`config.mk`:
```
export PLATFORM = sky130hd
export DESIGN_NAME = dmem_access_ctrl
export DESIGN_NICKNAME = d
export VERILOG_FILES = /design/src/rtl/dmem_access_ctrl.sv
export SDC_FILE = /design/constraint.sdc
export NUM_CORES = 1
export LEC_CHECK = 0
export BUFFER_PORTS_ARGS = -buffer_cell sky130_fd_sc_hd__buf_2
export CORE_UTILIZATION = 40
export DETAILED_ROUTE_END_ITERATION = 7
export PLACE_DENSITY = 0.7
export SLEW_MARGIN = 20
export SYNTH_ARGS = -nofsm -noshare
export SYNTH_HDL_FRONTEND = slang
export SYNTH_SLANG_ARGS = --single-unit
```
`constraint.sdc`:
```
create_clock -name clock -period 1.9 [get_ports clock]
set_input_delay 0.095 -clock clock [delete_from_list [all_inputs] [get_ports clock]]
set_output_delay 0.095 -clock clock [all_outputs]
set_load 0.01 [all_outputs]
```
`src/rtl/dmem_access_ctrl.sv`:
```
// Data-memory access controller: round-robin shares one word-wide memory port between
// the core load/store path and the loader, turning sub-word stores into read-modify-write.
module dmem_access_ctrl #(
    parameter int mem_depth = 1024,
    parameter int size      = 32,
    localparam int AW       = $clog2(mem_depth)
) (
    input  logic            clock,
    input  logic            reset_n,
    input  logic            core_req,
    input  logic            core_we,
    input  logic [2:0]      core_funct3,
    input  logic [size-1:0] core_addr,
    input  logic [size-1:0] core_wdata,
    output logic            core_gnt,
    output logic            core_rvalid,
    output logic [size-1:0] core_rdata,
    output logic            core_err,
    input  logic            ld_req,
    input  logic            ld_we,
    input  logic [AW-1:0]   ld_addr,
    input  logic [size-1:0] ld_wdata,
    output logic            ld_gnt,
    output logic            ld_rvalid,
    output logic [size-1:0] ld_rdata,
    output logic [AW-1:0]   mem_address,
    output logic [size-1:0] mem_data_in,
    output logic            mem_wren,
    input  logic [size-1:0] mem_data_out
);

    typedef enum logic [1:0] {
        ST_IDLE  = 2'd0,
        ST_READ  = 2'd1,
        ST_WRITE = 2'd2,
        ST_RESP  = 2'd3
    } state_t;

    state_t          r_state;
    state_t          w_next_state;
    logic            r_last_core;
    logic            r_is_core;
    logic            r_we;
    logic            r_err;
    logic [2:0]      r_funct3;
    logic [1:0]      r_byte_sel;
    logic [AW-1:0]   r_widx;
    logic [size-1:0] r_wdata;
    logic [size-1:0] r_word_buf;
    logic            r_core_rvalid;
    logic            r_core_err;
    logic [size-1:0] r_core_rdata;
    logic            r_ld_rvalid;
    logic [size-1:0] r_ld_rdata;
    logic            w_idle;
    logic            w_core_win;
    logic            w_ld_win;
    logic            w_core_gnt;
    logic            w_ld_gnt;
    logic            w_unused_addr;

    function automatic logic access_err(input logic we, input logic [2:0] f3,
                                        input logic [1:0] lo);
        logic e;
        e = 1'b1;
        case (f3)
            3'b000:  e = 1'b0;
            3'b001:  e = lo[0];
            3'b010:  e = (lo != 2'b00);
            3'b100:  e = we;
            3'b101:  e = we | lo[0];
            default: e = 1'b1;
        endcase
        return e;
    endfunction

    function automatic logic [size-1:0] load_extract(input logic [size-1:0] word,
                                                     input logic [2:0] f3,
                                                     input logic [1:0] lo);
        logic [size-1:0] sh;
        logic [7:0]      b;
        logic [15:0]     h;
        logic [size-1:0] r;
        sh = word >> {lo, 3'b000};
        b  = sh[7:0];
        h  = lo[1] ? word[31:16] : word[15:0];
        r  = {size{1'b0}};
        case (f3)
            3'b000:  r = {{(size-8){b[7]}}, b};
            3'b001:  r = {{(size-16){h[15]}}, h};
            3'b010:  r = word;
            3'b100:  r = {{(size-8){1'b0}}, b};
            3'b101:  r = {{(size-16){1'b0}}, h};
            default: r = {size{1'b0}};
        endcase
        return r;
    endfunction

    function automatic logic [size-1:0] store_merge(input logic [size-1:0] word,
                                                    input logic [2:0] f3,
                                                    input logic [1:0] lo,
                                                    input logic [size-1:0] wd);
        logic [size-1:0] m;
        m = word;
        case (f3)
            3'b000:  m[{lo, 3'b000} +: 8] = wd[7:0];
            3'b001:  m[{lo[1], 4'b0000} +: 16] = wd[15:0];
            3'b010:  m = wd;
            default: m = word;
        endcase
        return m;
    endfunction

    // Grants only in IDLE and never while reset is held; ties go to the port not served last.
    assign w_idle        = reset_n && (r_state == ST_IDLE);
    assign w_core_win    = core_req && (!ld_req || !r_last_core);
    assign w_ld_win      = ld_req && !w_core_win;
    assign w_core_gnt    = w_idle && w_core_win;
    assign w_ld_gnt      = w_idle && w_ld_win;
    assign core_gnt      = w_core_gnt;
    assign ld_gnt        = w_ld_gnt;
    assign w_unused_addr = &{1'b0, core_addr[size-1:AW+2]};

    // State register.
    always_ff @(posedge clock or negedge reset_n) begin
        if (!reset_n) begin
            r_state <= ST_IDLE;
        end else begin
            r_state <= w_next_state;
        end
    end

    // Next-state decode.
    always_comb begin
        w_next_state = r_state;
        case (r_state)
            ST_IDLE: begin
                if (w_core_gnt || w_ld_gnt) begin
                    w_next_state = ST_READ;
                end else begin
                    w_next_state = ST_IDLE;
                end
            end
            ST_READ: begin
                if (r_we && !r_err) begin
                    w_next_state = ST_WRITE;
                end else begin
                    w_next_state = ST_RESP;
                end
            end
            ST_WRITE: w_next_state = ST_IDLE;
            ST_RESP:  w_next_state = ST_IDLE;
            default:  w_next_state = ST_IDLE;
        endcase
    end

    // Latch the winning request; loader accesses are treated as aligned full-word ops.
    always_ff @(posedge clock or negedge reset_n) begin
        if (!reset_n) begin
            r_last_core <= 1'b0;
            r_is_core   <= 1'b0;
            r_we        <= 1'b0;
            r_err       <= 1'b0;
            r_funct3    <= 3'b000;
            r_byte_sel  <= 2'b00;
            r_widx      <= {AW{1'b0}};
            r_wdata     <= {size{1'b0}};
        end else if (w_core_gnt) begin
            r_last_core <= 1'b1;
            r_is_core   <= 1'b1;
            r_we        <= core_we;
            r_err       <= access_err(core_we, core_funct3, core_addr[1:0]);
            r_funct3    <= core_funct3;
            r_byte_sel  <= core_addr[1:0];
            r_widx      <= core_addr[AW+1:2];
            r_wdata     <= core_wdata;
        end else if (w_ld_gnt) begin
            r_last_core <= 1'b0;
            r_is_core   <= 1'b0;
            r_we        <= ld_we;
            r_err       <= 1'b0;
            r_funct3    <= 3'b010;
            r_byte_sel  <= 2'b00;
            r_widx      <= ld_addr;
            r_wdata     <= ld_wdata;
        end
    end

    // Capture the addressed word during READ for the merge in WRITE.
    always_ff @(posedge clock or negedge reset_n) begin
        if (!reset_n) begin
            r_word_buf <= {size{1'b0}};
        end else if (r_state == ST_READ) begin
            r_word_buf <= mem_data_out;
        end
    end

    // Completion pulses and read data, launched at the end of READ so they appear with WRITE/RESP.
    always_ff @(posedge clock or negedge reset_n) begin
        if (!reset_n) begin
            r_core_rvalid <= 1'b0;
            r_core_err    <= 1'b0;
            r_core_rdata  <= {size{1'b0}};
            r_ld_rvalid   <= 1'b0;
            r_ld_rdata    <= {size{1'b0}};
        end else if (r_state == ST_READ) begin
            r_core_rvalid <= r_is_core;
            r_core_err    <= r_is_core && r_err;
            r_core_rdata  <= (r_is_core && !r_we && !r_err) ?
                             load_extract(mem_data_out, r_funct3, r_byte_sel) : {size{1'b0}};
            r_ld_rvalid   <= !r_is_core;
            r_ld_rdata    <= (!r_is_core && !r_we) ? mem_data_out : {size{1'b0}};
        end else begin
            r_core_rvalid <= 1'b0;
            r_core_err    <= 1'b0;
            r_core_rdata  <= {size{1'b0}};
            r_ld_rvalid   <= 1'b0;
            r_ld_rdata    <= {size{1'b0}};
        end
    end

    assign core_rvalid = r_core_rvalid;
    assign core_err    = r_core_err;
    assign core_rdata  = r_core_rdata;
    assign ld_rvalid   = r_ld_rvalid;
    assign ld_rdata    = r_ld_rdata;

    // Memory-side drive, decoded from registered state so wren falls as soon as reset asserts.
    always_comb begin
        mem_address = {AW{1'b0}};
        mem_data_in = {size{1'b0}};
        mem_wren    = 1'b0;
        case (r_state)
            ST_READ: begin
                mem_address = r_widx;
            end
            ST_WRITE: begin
                mem_address = r_widx;
                mem_data_in = store_merge(r_word_buf, r_funct3, r_byte_sel, r_wdata);
                mem_wren    = 1'b1;
            end
            default: begin
                mem_address = {AW{1'b0}};
            end
        endcase
    end

endmodule

```
== Word-level counts from Yosys, hierarchy flattened ==
Index checks and enable logic that the tools add are counted.

* Word-level logic and storage cells: 89
* Output and inout port bits: 112
* Bits in registers: 151
* Bits of input ports: 147

* Bitwise gates (word level): 1
* Shift operators: 5
* $add $sub $neg: 2
* Mux-type cells: 32
* Reduce and logical (&&, ||, !) cells: 24
* Equality and inequality tests: 11

{| class="wikitable"
|+ Operators with widths
! cell !! count
|-
| $mux W32 || 7
|-
| $pmux W32 S5 || 1
|-
| $pmux W32 S3 || 1
|-
| $bwmux W32 || 2
|-
| $shift A16 B7 Y32 const A || 1
|-
| $shift A8 B7 Y32 const A || 1
|-
| $shiftx A16 B7 Y32 || 1
|-
| $shiftx A8 B7 Y32 || 1
|-
| $shr A32 B5 Y8 || 1
|-
| $mux W10 || 3
|-
| $mux W16 || 1
|-
| $neg A5 Y7 || 2
|-
| $eq A3 B3 Y1 const B || 4
|-
| $mux W1 || 11
|-
| $logic_and A1 B1 Y1 || 10
|-
| $eq A3 B1 Y1 const B || 2
|-
| $eq A3 B2 Y1 const B || 2
|-
| $logic_not A3 Y1 || 2
|-
| $mux W3 || 2
|-
| $pmux W2 S3 || 1
|-
| $logic_not A1 Y1 || 5
|-
| $pmux W1 S5 || 1
|-
| $eq A2 B2 Y1 const B || 2
|-
| $mux W2 || 2
|-
| other kinds (6) || 9
|}

== Depth between registers and ports, before layout ==
Gate-level depths: netlist of run 1.

* Word-level depth: 9
* Depth in mapped cells: 9

== Worst setup path after synthesis of run 1 ==
OpenSTA, ideal clock, no wires.

* Kind: register to output
* Start point: register r_byte_sel[0]
* End point: output port mem_data_in[0]
* Buffers on the path: 1
* Required time: 1.805 ns
* Setup slack: -0.168 ns
* Arrival time: 1.973 ns
* Stages on the path, launching flop included: 8
* Path through: dfrtp_1 > clkbuf_1 > inv_1 > ha_1 > nor3b_1 > o21bai_1 > a21oi_1 > a22o_1

* Cells in the longest elaborated chain, start to end: 5
* Elaborated cells between the ends (all ways): 6
* Classes of those cells: 1 x add/sub; 2 x shift; 3 x mux

{| class="wikitable"
|+ RTL lines
! element !! RTL line !! RTL
|-
| start: declaration || 46 || <nowiki>logic [1:0] r_byte_sel;</nowiki>
|-
| start signal: assignment || 174 || <nowiki>r_byte_sel <= core_addr[1:0];</nowiki>
|-
| $neg A5 Y7 * || 106 || <nowiki>3'b000: m[{lo, 3'b000} +: 8] = wd[7:0];</nowiki>
|-
| $shiftx A8 B7 Y32 or $shift A8 B7 Y32 (tied branches) || 106 ||
|-
| $bwmux W32 * || 106 ||
|-
| $pmux W32 S3 * || 105 || <nowiki>case (f3)</nowiki>
|-
| $mux W32 * || 233 || <nowiki>case (r_state)</nowiki>
|-
| end: declaration || 27 || <nowiki>output logic [size-1:0] mem_data_in,</nowiki>
|}

Mark *: on every way between the ends. The rest lies on a longest branch, timed or not.

== Worst setup path after layout of run 1 ==
* Start point: register r_byte_sel[1]
* End point: output port mem_data_in[26]

* Cells in the longest elaborated chain, start to end: 5
* Elaborated cells between the ends (all ways): 10
* Classes of those cells: 2 x add/sub; 4 x shift; 4 x mux

{| class="wikitable"
|+ RTL lines
! element !! RTL line !! RTL
|-
| $neg A5 Y7, on equally long branches || 107, 106 ||
|-
| $shiftx A16 B7 Y32, or another cell as far along || 107 || <nowiki>3'b001: m[{lo[1], 4'b0000} +: 16] = wd[15:0];</nowiki>
|-
| $bwmux W32, on equally long branches || 107, 106 ||
|-
| $pmux W32 S3 * || 105 ||
|-
| $mux W32 * || 233 ||
|}

Marked as above.

==> out/metrics.csv, run 1 <==
metric,value,unit
run_status,"finished, violations left",
failed_checks,setup timing,
grtUsageTotal,28.4,%
timing_hold_violations_final,0,
pwr-share-clk,20.5,%
worst_r2r_path_depth,6,
max_freq,0.429,GHz
layout_common_cells,"sky130_fd_sc_hd__buf_2 (231), sky130_fd_sc_hd__dfrtp_1 (148), sky130_fd_sc_hd__dlygate4sd3_1 (124)",
report.power.total,16.2,mW
cts_htree_levels,4,
core-area,17200,µm²
synth_async_sr_flop_share,100,%
first_global_vias,6945,
power.density_cell_area,1470,nW/µm²
criticalPathCategory,reg -> out,
synthCells,685,
dp_hpwl,16100,µm
synth.avg_cell_area,10.3,µm²
most_common_cell_after_layout_fill_and_taps_aside,sky130_fd_sc_hd__buf_2,
irDropWorstVdd,0.000954,V
synth_flop_cell,sky130_fd_sc_hd__dfrtp_1,
rsz_0062_raised_after_global_routing,yes,
postSynthNetCount,841,
grt_max_degree,114,
synth.yosys.warnings,0,
yosys.area.top_type_share,53.7,%
syn2layout_area_growth,56.2,%
startpoint_type,register,
worst_slew_margin_rel,59.1,%
drc_errors,0,
final.setup.worst_slack,-0.431,ns
number_of_standard_cell_rows_in_the_floorplan,48,
antennaDiodeCount,0,
netlist_area,7030,µm²
finalNetCount,1228,
grt_pass1_wl,38500,µm
port-buffer-count,238,
part_of_the_cycle_the_worst_path_needs,123,%
path_clk_slew,0.06,ns
hold_path.class,in -> async,
first_iter_violations,750,
tightestPinTransition,0.613,ns
post_drt_wl_per_cell,19.3,µm
postSynthRegisterBits,151,
tritoncts_buffers,17,
power.switching,6.23,mW
finalWeightedCongestion,0.846,
power.static_leakage,5.38,nW
via_per_inst,5.32,
overflow,0,
number_of_enable_type_register_cells_in_the_synthesized_netlist,0,
pwr-share-comb,47.2,%
synthDistinctLibCells,46,
r2r-end,core_rdata[1],
die_width,135,µm
tritoncts,yes,
r2r-start,r_funct3[0],
grt_antenna_before_repair,0,
slew_violations,0,
via_count,6972,
crit_fanout,5,
internal_power,9.92,mW
finalCriticalPeriod,2.33,ns
final_layout_size_suffix_gt1_share,38.2,%
floorplan.initialDensity,40.8,%
drt-pass1-iter-count,5,
pre_cts_slack,-0.128,ns
seq_power_share,32.3,%
cp.required,1.80,ns
postRouteAntennaNets,0,
reg2reg_slack,0.03,ns
clock_tree.root_cell,sky130_fd_sc_hd__clkbuf_16,
switching_share,38.6,%
cell_type_with_the_largest_total_area_after_synthesis,sky130_fd_sc_hd__dfrtp_1,
cp-end-kind,output port,
boundaryPins,259,
synth_top_cells_by_area,"sky130_fd_sc_hd__dfrtp_1 (54%), sky130_fd_sc_hd__mux2_2 (5.6%), sky130_fd_sc_hd__nand2_1 (5.1%)",
report.final.setup_viol,32,
arrival,2.24,ns
clkSinkCount,151,
synth_seq_area_share,53.7,%
worstSkewPairLatency,0.43,ns
post_route_worst_hold_slack,0.0299,ns
worst_clock_skew,0.00873,ns
postRouteWirelength,25300,µm
clk_path_buf_depth,2,
fp.dieH,135,µm
max_cap_viol_count,0,
dieArea,18100,µm²
## repair_timing
item                                   in CTS  in global routing
hold buffers                              124                  0
setup endpoints to repair                  55                 45
gates resized for setup                    61                 20
setup buffers                              15                  8
pin swaps                                  38                 14
endpoints found under the hold margin     280                  0
cloned                                      2                  0
## state kept, by name, summed over array words and instances, names as in the netlist
register	count
core_err	1
core_rdata	32
core_rvalid	1
ld_rdata	32
ld_rvalid	1
r_byte_sel	2
r_err	1
r_funct3	3
r_is_core	1
r_state	2
r_wdata	32
r_we	1
r_widx	10
r_word_buf	32
## power by group through the flow
stage,registers [mW],clock network [mW],logic (mW)
floorplan,4.83,0,4.08
global placement,5.18,0,6.03
detailed placement,5.21,0,6.12
CTS,5.16,3.37,7.31
global route,5.32,3.53,8.21
finish,5.21,3.32,7.62
## worst max-delay path, stage by stage (launching register included)
cell and delay, ns:
sky130_fd_sc_hd__dfrtp_1 0.41, sky130_fd_sc_hd__inv_2 0.14, sky130_fd_sc_hd__ha_4 0.23, sky130_fd_sc_hd__nand2b_4 0.15
sky130_fd_sc_hd__nor3b_4 0.30, sky130_fd_sc_hd__buf_4 0.18, sky130_fd_sc_hd__a222oi_1 0.08, sky130_fd_sc_hd__a21boi_1 0.17
sky130_fd_sc_hd__buf_2 0.15
## worst max-delay path by stage
stage               cells after the start  slack [ns]         endpoint     startpoint
floorplan                               7        0.01  mem_data_in[24]  r_byte_sel[0]
global placement                        6       -0.04   core_rdata[27]  r_byte_sel[1]
detailed placement                      6       -0.13   core_rdata[18]  r_byte_sel[1]
CTS                                     7       -0.42  mem_data_in[24]  r_byte_sel[0]
global route                            8       -0.51  mem_data_in[26]  r_byte_sel[1]
finish                                  8       -0.43  mem_data_in[26]  r_byte_sel[1]
## cells in the mapped netlist, types with 2 or more instances
master and number:
sky130_fd_sc_hd__nor3_1 2, sky130_fd_sc_hd__nor2_1 69, sky130_fd_sc_hd__inv_1 7, sky130_fd_sc_hd__o21bai_1 3
sky130_fd_sc_hd__or3_1 2, sky130_fd_sc_hd__and2_1 51, sky130_fd_sc_hd__nand2b_1 8, sky130_fd_sc_hd__ha_1 9
sky130_fd_sc_hd__nand3_1 5, sky130_fd_sc_hd__o21ai_0 12, sky130_fd_sc_hd__buf_6 2, sky130_fd_sc_hd__a31oi_1 30
sky130_fd_sc_hd__and3_1 10, sky130_fd_sc_hd__a21boi_0 7, sky130_fd_sc_hd__a22o_1 9, sky130_fd_sc_hd__a221o_1 8
sky130_fd_sc_hd__nor2b_1 13, sky130_fd_sc_hd__a22oi_1 8, sky130_fd_sc_hd__a21oi_1 36, sky130_fd_sc_hd__a211o_1 2
sky130_fd_sc_hd__o32ai_1 15, sky130_fd_sc_hd__a222oi_1 15, sky130_fd_sc_hd__buf_1 3, sky130_fd_sc_hd__nor4bb_1 2
sky130_fd_sc_hd__mux2i_1 9, sky130_fd_sc_hd__nand2_1 96, sky130_fd_sc_hd__buf_2 10, sky130_fd_sc_hd__o31ai_1 3
sky130_fd_sc_hd__clkbuf_1 37, sky130_fd_sc_hd__dfrtp_1 151, sky130_fd_sc_hd__a21oi_2 2, sky130_fd_sc_hd__mux2_2 35
## stage by stage
stage	cells	TNS, ns	utilization (%)	instance area (µm²)
after global placement	1131	-0.649	50.1	8640
after CTS	1303	-10.69	63.1	10900
after detailed placement	1131	-1.69	50.1	8640
after global routing	1310	-13.32	63.7	11000
final	1310	-10.73	63.7	11000
after floorplan	685	0	-	7040
## routing by layer
| metal | part of all wire (%) | GRT usage, % |
|---|---|---|
| met4 | 3.3 | 11.4 |
| met5 | 0 | 0 |
| met3 | 8.1 | 7.28 |
| met1 | 41 | 36.1 |
| met2 | 48 | 46.4 |
## final cells by class
type                       instances  area (µm²)
multi-input combinational        475        3250
clock inverter                    14         143
tap                              225         282
sequential                       151        3780
inverter                           7        28.8
timing repair buffer             420        3070
fill                            1354        6260
clock buffer                      18         429
## logic make-up after synthesis
group                      share of synthesized area [%]
DFF                                                 53.7
and+or+nand+nor                                     18.3
AOI/OAI and AO/OA                                   15.8
muxes                                               6.89
adders and majority gates                           1.60
buffers and inverters                               3.65
Power figures use the tool's default switching activity.
==> run 2, diff against run 1 <==
BUFFER_PORTS_ARGS = unset   (was -buffer_cell sky130_fd_sc_hd__buf_2)
DONT_BUFFER_PORTS = 1   (was unset)
PLACE_DENSITY = unset   (was 0.7)
SLEW_MARGIN = unset   (was 20)
==> run 2 against run 1 <==
The flow finishes with violations (DRC, hold timing, setup timing). Final cell count decreased by 19%. First-iteration DRC count decreased by 13%. Power decreased by 6.5%. Worst setup slack improved by 0.030 ns. Critical path depth decreased by 1. Die area unchanged. Register-to-register slack improved by 0.02 ns. Fmax increased by 1.3%. Wire length decreased by 3.4%. Largest cell class unchanged. Largest power group unchanged. Highest routed layer is now met5.
==> out/metrics.csv, run 2 (synthesis results as in run 1) <==
metric,value,unit,change
run_status,"finished, violations left",,unchanged
failed_checks,"DRC, hold timing, setup timing",,was setup timing
drc_errors,1,,was 0
floorplan.initialDensity,40.8,%,unchanged
cts_htree_levels,4,,unchanged
first_iter_violations,652,,was 750
part_of_the_cycle_the_worst_path_needs,121,%,was 123%
worstSkewPairLatency,0.42,ns,was 0.43 ns
nFillCells,1454,,"was 1,354"
worstPathCellList,"buf_4, ha_1, nand2b_1, nor3b_4, a222oi_1, a21boi_1, buf_4",,"was inv_2, ha_4, nand2b_4, nor3b_4, buf_4, a222oi_1, a21boi_1, buf_2"
clock_tree.root_cell,sky130_fd_sc_hd__clkbuf_16,,unchanged
postRouteWirelength,24500,µm,"was 25,300 µm"
antennaDiodeCount,0,,unchanged
final_layout_size_suffix_gt1_share,19.6,%,was 38.2%
slew_violations,0,,unchanged
cp_top_family,compound AO/OA/AOI/OAI gates,,was buffers and inverters
grt_max_degree,155,,was 114
path_clk_slew,0.07,ns,was 0.06 ns
final-instance-count-excl-fill,1065,,"was 1,310"
rsz_0062_raised_after_global_routing,yes,,unchanged
dp_hpwl,15700,µm,"was 16,100 µm"
tritoncts,yes,,unchanged
first_global_vias,6163,,"was 6,945"
port-buffer-count,0,,was 238
slowest_stage,sky130_fd_sc_hd__dfrtp_1,,unchanged
path_depth,7,,was 8
startpoint_type,register,,unchanged
grt_pass1_wl,36900,µm,"was 38,500 µm"
report.power.total,15.1,mW,was 16.2 mW
most_common_cell_after_layout_fill_and_taps_aside,sky130_fd_sc_hd__dfrtp_1,,was sky130_fd_sc_hd__buf_2
number_of_standard_cell_rows_in_the_floorplan,48,,unchanged
post_drt_wl_per_cell,23.0,µm,was 19.3 µm
grt_antenna_before_repair,1,,was 0
power.static_leakage,4.22,nW,was 5.38 nW
report.final.setup_viol,32,,unchanged
boundaryPins,259,,unchanged
irDropWorstVdd,0.000836,V,was 0.000954 V
die_width,135,µm,unchanged
syn2layout_area_growth,36.0,%,was 56.2%
post_route_worst_hold_slack,-0.630,ns,was 0.0299 ns
final.setup.worst_slack,-0.401,ns,was -0.431 ns
tightestPinTransition,0.447,ns,was 0.613 ns
via_per_inst,5.75,,was 5.32
seq_area,3780,µm²,about the same
max_freq,0.435,GHz,was 0.429 GHz
criticalPathCategory,reg -> out,,unchanged
crit_buf_inv,2,,was 3
max_cap_viol_count,0,,unchanged
worst_r2r_path_depth,6,,unchanged
clk_path_buf_depth,2,,unchanged
dieArea,18100,µm²,unchanged
postRouteAntennaNets,0,,unchanged
timing_hold_violations_final,151,,was 0
cp-end-kind,output port,,unchanged
overflow,0,,unchanged
crit_fanout,8,,was 5
hold_path.class,in -> async,,unchanged
tritoncts_buffers,17,,unchanged
fp.dieH,135,µm,unchanged
drt-pass1-iter-count,8,,was 5
via_count,6129,,"was 6,972"
finalWeightedCongestion,0.891,,was 0.846
finalCriticalPeriod,2.30,ns,was 2.33 ns
finalNetCount,983,,"was 1,228"
worst_clock_skew,0.0111,ns,was 0.00873 ns
arrival,2.21,ns,was 2.24 ns
worst_slew_margin_rel,70.2,%,was 59.1%
delay_of_the_slowest_critical_path_stage,0.41,ns,about the same
multi_input_comb_area,3170,µm²,was 3250 µm²
postCtsHoldBufs,123,,was 124
cp_common_cell,sky130_fd_sc_hd__buf_4,,
numPlacedInstances,901,,"was 1,131"
clkSinkCount,151,,unchanged
cp.required,1.80,ns,about the same
layout_common_cells,"sky130_fd_sc_hd__dfrtp_1 (147), sky130_fd_sc_hd__dlygate4sd3_1 (123), sky130_fd_sc_hd__nand2_1 (96)",,"was sky130_fd_sc_hd__buf_2 (231), sky130_fd_sc_hd__dfrtp_1 (148), sky130_fd_sc_hd__dlygate4sd3_1 (124)"
core-area,17200,µm²,unchanged
power.density_cell_area,1580,nW/µm²,was 1470 nW/µm²
grtUsageTotal,27.6,%,was 28.4%
==> run 2: cell count changes in the layout (fill, tap and decap cells not counted), sizes merged <==
| cell | before | now |
|---|---|---|
| buf | 296 | 52 |
| dlygate4sd3 | 124 | 123 |
| clkinvlp | 2 | 1 |
| inv | 13 | 15 |
| or3 | 3 | 2 |
==> run 2: repair_timing <==
item,in CTS,in global routing
pin swaps,16,17
setup endpoints to repair,43,65
resized for setup,23,32
endpoints found under the hold margin,296,151
setup buffers,2,6
cloned,0,1
==> run 2: worst register-to-register path, stage by stage (launching register included) <==
cell                      delay, ns
sky130_fd_sc_hd__dfrtp_2       0.45
sky130_fd_sc_hd__buf_12        0.15
sky130_fd_sc_hd__buf_4         0.17
sky130_fd_sc_hd__mux2_4        0.22
sky130_fd_sc_hd__mux2i_1       0.08
sky130_fd_sc_hd__or4_4         0.53
sky130_fd_sc_hd__a21oi_2       0.19
==> run 2: cell type report <==
type                            instances  area share, %
Clock buffer                           17           4.45
Clock inverter                         15           1.69
Inverter                                7          0.327
Multi-Input combinational cell        474           33.1
Sequential cell                       151           39.6
Tap cell                              225           2.94
Timing Repair Buffer                  176           17.9
==> run 2: worst paths after layout <==
path,start,endpoint,slack [ns]
max in group asynchronous,reset_n,r_wdata[12],2.32
setup reg to reg,r_byte_sel[1],core_rdata[14],0.05
setup / recovery,r_byte_sel[0],mem_data_in[30],-0.40
hold reg to reg,r_word_buf[4],r_word_buf[4],0.52
hold / removal,reset_n,ld_rdata[5],-0.63
min in group clock,ld_req,r_funct3[1],0.04
==> run 2: layer usage <==
layer	up-vias	GRT usage [%]	part of all wire (%)
met5	-	0	0.037
met4	2	9.43	2.5
met3	45	7.92	8.8
met2	368	43.8	47
met1	3004	36.3	42
li1	2710	-	-
==> run 2: stage by stage <==
step / utilization (%) / setup WS, ns / setup TNS (ns) / hold slack, ns / cell area [µm²]
global placement: 43.3 / -0.0597 / -0.469 / -0.195 / 7470
detailed placement: 43.3 / -0.0844 / -0.673 / -0.196 / 7470
finish: 55.5 / -0.401 / -10.15 / -0.630 / 9560
CTS: 54.5 / -0.389 / -10.57 / -0.651 / 9390
floorplan: - / 0.0104 / 0 / -0.201 / 7040
global route: 55.5 / -0.531 / -13.54 / -0.658 / 9560
==> run 2: report_power, final <==
group / switching [mW] / internal [mW]
clock: 1.51 / 1.86
sequential: 1.14 / 4.25
combinational: 3.32 / 3.01
